===== config.mk =====
export PLATFORM = sky130hd
export DESIGN_NAME = db_b3gen8
export DESIGN_NICKNAME = d
export VERILOG_FILES = /design/src/rtl/db_b3gen8_pkg.sv /design/src/rtl/db_prbs15gen8.sv /design/src/rtl/db_b3gen8.sv
export SDC_FILE = /design/constraint.sdc
export NUM_CORES = 1
export LEC_CHECK = 0
export CAP_MARGIN = 20
export CORE_MARGIN = 5
export CORE_UTILIZATION = 35
export CTS_BUF_LIST = sky130_fd_sc_hd__clkbuf_4 sky130_fd_sc_hd__clkbuf_8 sky130_fd_sc_hd__clkbuf_16
export CTS_CLUSTER_DIAMETER = 200
export DETAILED_ROUTE_END_ITERATION = 8
export GPL_ROUTABILITY_DRIVEN = 0
export PLACE_DENSITY = 0.5
export SLEW_MARGIN = 10
export SYNTH_ARGS = -nofsm -noshare
export SYNTH_HDL_FRONTEND = slang
export SYNTH_SLANG_ARGS = --single-unit

===== constraint.sdc =====
create_clock -name clk -period 7.24 [get_ports clk]
set_clock_uncertainty 0.2 [all_clocks]
set_input_delay 0.724 -clock clk [delete_from_list [all_inputs] [get_ports clk]]
set_output_delay 0.724 -clock clk [all_outputs]
set_load 0.01 [all_outputs]

===== src/rtl/db_b3gen8_pkg.sv =====
// Shared constants for the B3/V5 pattern generator and its receive-side checker:
// frame lengths, B3 position codes and the PRBS15 seed.
package db_b3gen8_pkg;

  localparam logic [12:0] CFGB3_86   = 13'd86;
  localparam logic [12:0] CFGB3_88   = 13'd88;
  localparam logic [12:0] CFGB3_262  = 13'd262;
  localparam logic [12:0] CFGB3_1045 = 13'd1045;

  localparam logic [15:0] FLEN_765   = 16'd765;
  localparam logic [15:0] FLEN_783   = 16'd783;
  localparam logic [15:0] FLEN_2349  = 16'd2349;
  localparam logic [15:0] FLEN_9396  = 16'd9396;
  localparam logic [15:0] FLEN_37584 = 16'd37584;

  localparam logic [14:0] PRBS15_SEED = 15'h7FFF;

  // The B3 position code doubles as the frame-size selector.
  function automatic logic [15:0] frame_len(input logic [12:0] b3pos);
    logic [15:0] len;
    case (b3pos)
      CFGB3_86:   len = FLEN_765;
      CFGB3_88:   len = FLEN_783;
      CFGB3_262:  len = FLEN_2349;
      CFGB3_1045: len = FLEN_9396;
      default:    len = FLEN_37584;
    endcase
    return len;
  endfunction

  function automatic logic [1:0] fold2(input logic [7:0] x);
    return x[7:6] ^ x[5:4] ^ x[3:2] ^ x[1:0];
  endfunction

endpackage


===== src/rtl/db_prbs15gen8.sv =====
// PRBS15 (x^15 + x^14 + 1) stepper: eight serial shifts per call, first bit lands in the MSB.
module db_prbs15gen8
  import db_b3gen8_pkg::*;
(
  input  logic [14:0] state_i,
  output logic [14:0] state_o,
  output logic [7:0]  byte_o
);

  logic [14:0] s;
  logic        fb;

  always_comb begin
    s      = state_i;
    fb     = 1'b0;
    byte_o = 8'h00;
    for (int i = 0; i < 8; i++) begin
      fb             = s[14] ^ s[13];
      s              = {s[13:0], fb};
      byte_o[7 - i]  = fb;
    end
    state_o = s;
  end

endmodule


===== src/rtl/db_b3gen8.sv =====
// Loopback pattern source: PRBS15 payload, optionally framed with B3 (BIP-8) or
// V5 (BIP-2) overhead carrying the previous frame's parity, plus one-shot error insertion.
module db_b3gen8
  import db_b3gen8_pkg::*;
#(
  parameter bit PKMOD = 1'b0
) (
  input  logic        clk,
  input  logic        rst,
  input  logic        cfgcep,
  input  logic        cfgvc3,
  input  logic [12:0] cfgb3,
  input  logic        ireq,
  input  logic        ij1,
  input  logic        ierrins,
  output logic        ovld,
  output logic [7:0]  odat,
  output logic        oj1
);

  logic [15:0] max_q, max_d;
  logic [15:0] cnt_q, cnt_d;
  logic [14:0] prbs_q, prbs_d, prbs_nxt;
  logic [7:0]  prbs_byte;
  logic [7:0]  b3sum_q, b3sum_d;
  logic [7:0]  b3pre_q, b3pre_d;
  logic [1:0]  bip2_q, bip2_d;
  logic        err_arm_q, err_arm_d;
  logic        ovld_q, ovld_d;
  logic [7:0]  odat_q, odat_d;
  logic        oj1_q, oj1_d;

  logic        j1pos;
  logic        b3hit;
  logic        err_qual;
  logic [7:0]  byte_sel;

  db_prbs15gen8 u_prbs (
    .state_i (prbs_q),
    .state_o (prbs_nxt),
    .byte_o  (prbs_byte)
  );

  always_comb begin
    max_d     = frame_len(cfgb3);
    cnt_d     = cnt_q;
    prbs_d    = prbs_q;
    b3sum_d   = b3sum_q;
    b3pre_d   = b3pre_q;
    bip2_d    = bip2_q;
    err_arm_d = err_arm_q;
    ovld_d    = ireq;
    odat_d    = odat_q;
    oj1_d     = oj1_q;

    j1pos = ij1 | ((cnt_q == 16'd1) & PKMOD);
    b3hit = (cnt_q == {3'b000, cfgb3});

    // Which byte an armed error lands on depends on the active pattern mode.
    if (cfgcep) err_qual = cfgvc3 ? b3hit : j1pos;
    else        err_qual = 1'b1;

    byte_sel = prbs_byte;
    if (cfgcep && cfgvc3 && b3hit) begin
      byte_sel = b3pre_q;
    end else if (cfgcep && !cfgvc3 && j1pos) begin
      byte_sel[7:6] = bip2_q;
    end
    if (err_arm_q && err_qual) begin
      if (cfgcep && !cfgvc3) byte_sel[6] = ~byte_sel[6];
      else                   byte_sel[0] = ~byte_sel[0];
    end

    if (ireq) begin
      prbs_d = prbs_nxt;
      if (ij1)                cnt_d = 16'd2;
      else if (cnt_q >= max_q) cnt_d = 16'd1;
      else                    cnt_d = cnt_q + 16'd1;

      // Parity always covers the byte actually emitted, overhead and errors included.
      if (j1pos) begin
        b3pre_d = b3sum_q;
        b3sum_d = byte_sel;
      end else begin
        b3sum_d = b3sum_q ^ byte_sel;
      end
      bip2_d = (j1pos ? 2'b00 : bip2_q) ^ fold2(byte_sel);

      odat_d = byte_sel;
      oj1_d  = j1pos;
    end

    if (err_arm_q) err_arm_d = ~(ireq & err_qual);
    else           err_arm_d = ierrins;
  end

  always_ff @(posedge clk or posedge rst) begin
    if (rst) begin
      max_q     <= FLEN_37584;
      cnt_q     <= 16'd0;
      prbs_q    <= PRBS15_SEED;
      b3sum_q   <= 8'h00;
      b3pre_q   <= 8'h00;
      bip2_q    <= 2'b00;
      err_arm_q <= 1'b0;
      ovld_q    <= 1'b0;
      odat_q    <= 8'h00;
      oj1_q     <= 1'b0;
    end else begin
      max_q     <= max_d;
      cnt_q     <= cnt_d;
      prbs_q    <= prbs_d;
      b3sum_q   <= b3sum_d;
      b3pre_q   <= b3pre_d;
      bip2_q    <= bip2_d;
      err_arm_q <= err_arm_d;
      ovld_q    <= ovld_d;
      odat_q    <= odat_d;
      oj1_q     <= oj1_d;
    end
  end

  assign ovld = ovld_q;
  assign odat = odat_q;
  assign oj1  = oj1_q;

endmodule

==> out/results.txt <==
Max Transition Viols Final -> 0
CP most frequent cell -> o21ai_0
Hold Slack -> 0.285 ns
Vias per cell -> 5.14
Routed WL -> 8950 um
Top achievable clock speed -> 297 MHz
Mean Syn Cell Area -> 10.5 sq um
Post-CTS sizing -> 0
Yosys reg bits -> 71
Synth top area share -> 32.7%
Static leakage -> 1.94 nW
Final ANT Viol Nets -> 0
PD cells -> 369 nW/um^2
Syn Nets -> 415
Status -> finished, final reports clean
Setup total negative slack -> 0 ns
CP Launch Type -> primary input
Placeable Area -> 11300 sq um
CTS tree -> built
Floorplan row count -> 39
Largest net degree at the start of global routing -> 72
CP cell instances -> clkdlybuf4s50_1 -> nor4b_2 -> nand4_2 -> nor4_1 -> nand2_1 -> o21ai_0 -> o21ai_0 -> a22o_1
Post-synthesis cell type count -> 50
Most frequent cells in the layout -> dfrtp_1, xnor2_1, clkdlybuf4s50_1, inv_1, mux2_2
Wire per inst -> 16.2 um
Warnings from Yosys -> 0
Final WS setup -> 3.88 ns
Post-route insts no fill -> 553
Vias in the first global route -> 2935
Clk root buf -> clkbuf_16
Port Buffer Count -> 29
CTS Buffer Depth -> 2
Worst Hold Class -> reg2reg
Relative slew slack -> 39.0%
Die Wd -> 117 um
Antenna violations before repair -> 0
Die area -> 13600 sq um
Async set-reset flop share out of synthesis -> 100%
Cts bufs inserted -> 9
Critical Path Slowest Stage Cell -> nor4_1
Most common cell after layout, fill and taps aside -> dfrtp_1
CP Max Fanout -> 5
Clk_lat worst skew -> 0.34 ns
Largest cells by area after synthesis -> dfrtp_1, dfstp_2, mux2_2
Die Span Y -> 117 um
Least-Margin Pin Slew -> 0.916 ns
Area delta synth->final -> 17.8%
Max cap viols -> 0
Clock sink count -> 71
Synth Instances -> 379
Number of synthesized flops with an enable pin -> 0
Hold_buf cts -> 0
Post-CTS setup buffers -> 0
Pre-CTS setup slack -> 3.48 ns
Number of remaining DRC errors -> 0
Final cycle utilization of the critical path -> 46.5%
Sequential area share after synthesis -> 45.3%
Placed insts -> 537
Clk pin slew, worst setup/hold paths -> 0.06 ns
Final Setup Violations -> 0
Drt pass-1 iters -> 4
Final core occ -> 41.6%
Share of cells above drive strength 1 -> 17.8%
Post-DP HPWL -> 6150 um
I/O pins -> 30
Critical Path RT -> 7.27 ns
CP arrival -> 3.39 ns
Total gr overflow -> 0
N_diodes -> 0
Hold Fails Final Rpt -> 0
Kind of critical path -> in2reg
Min cycle time layout -> 3.36 ns
Critical path capture point type -> flop
Total track usage -> 14.5%
Synth Flop Type -> dfrtp_1
Slowest stage delay, CP -> 0.59 ns
RSZ-0062 raised after global routing -> false
Routed vias -> 2842
Cell taking the most area after synthesis -> dfrtp_1
Nets -> 441
Starting Density -> 35.3%
Global-route wire length before repair -> 15200 um
VDD IR-drop max -> 0.000141 V
H-tree levels -> 3
Iter 0 DRT Violations -> 248
Post-Syn Area -> 3980 sq um
worst max-delay path: cells and delay by family:
| kind | cells | cell delay, ns |
|---|---|---|
| buffers and inverters | 1 | 0.53 |
| AO/OA/AOI/OAI | 3 | 0.73 |
| AND/OR/NAND/NOR | 4 | 1.40 |
cells by family (layout without fill, tap and decap cells):
kind of cell / count (synthesis) / count (layout) / synth area share [%]
and+or+nand+nor: 99 / 99 / 13.9
AOI/OAI and AO/OA: 79 / 79 / 13.9
DFF: 71 / 71 / 45.3
buffers and inverters: 44 / 75 / 4.37
xor gates and xnor gates: 39 / 39 / 8.58
muxes: 31 / 31 / 8.93
adders and majority gates: 16 / 16 / 5.03
area by class of cell:
type                            instances  area, sq um
Clock buffer                           10          233
Clock inverter                          6         62.6
Fill cell                            1098         6580
Inverter                               27          101
Multi-Input combinational cell        264         2000
Sequential cell                        71         1800
Tap cell                              143          179
Timing Repair Buffer                   32          308
synthesized netlist by cell type (2+ instances only):
cell      count
o221ai_1      3
o21ai_0      12
nand3_1      12
o21a_1       11
nor3_1        4
nor4_1        3
mux2_2       26
xor2_1        6
o311ai_0      8
nand4b_1      2
o22ai_1       5
nor3b_1       6
nand2_1      21
a21o_1        5
dfrtp_1      52
xnor2_1      33
clkbuf_1     15
dfstp_2      19
a22o_1        7
nand4_1       4
ha_1         16
a21oi_1      14
nand2b_1      4
mux2i_1       4
inv_1        27
o211ai_1      2
nor2_1       21
and3_1        5
or2_2         3
or4_1         3
a21boi_0      7
flip-flops by register name, indices dropped and copies added (netlist names), 2 cells and up:
name,flops
cnt_q,16
prbs_q,15
max_q,11
b3pre_q,8
b3sum_q,8
odat,8
bip2_q,2
per-layer routing:
metal  wire length (um)  global-route usage (%)
met1               4590                    21.0
met2               3980                    21.5
met3                241                    2.02
met4                144                    6.42
met5                  0                       0
final timing paths:
path / from / to / slack (ns) / depth (start not counted)
min in group asynchronous: rst / max_q[13] / 0.77 / 3
max: cfgvc3 / b3sum_q[6] / 3.88 / 8
max reg2reg: cnt_q[13] / b3sum_q[6] / 4.27 / 7
min reg2reg: prbs_q[1] / prbs_q[1] / 0.29 / 2
max in group asynchronous: rst / odat[7] / 5.46 / 3
min: prbs_q[1] / prbs_q[1] / 0.29 / 2
report_power, final:
part / total (mW) / internal [mW] / leakage, nW / switching, mW
Sequential: 0.650 / 0.555 / 0.862 / 0.0954
Combinational: 0.638 / 0.339 / 0.936 / 0.299
Clock: 0.442 / 0.269 / 0.138 / 0.173
Total: 1.73 / 1.16 / 1.94 / 0.568
stage by stage:
step	total power, mW	area [sq um]
after global routing	1.86	4690
after floorplan	1.12	3980
final	1.73	4690
after CTS	1.75	4690
after global placement	1.29	4390
after detailed placement	1.30	4390
Power figures use the tool's default switching activity.
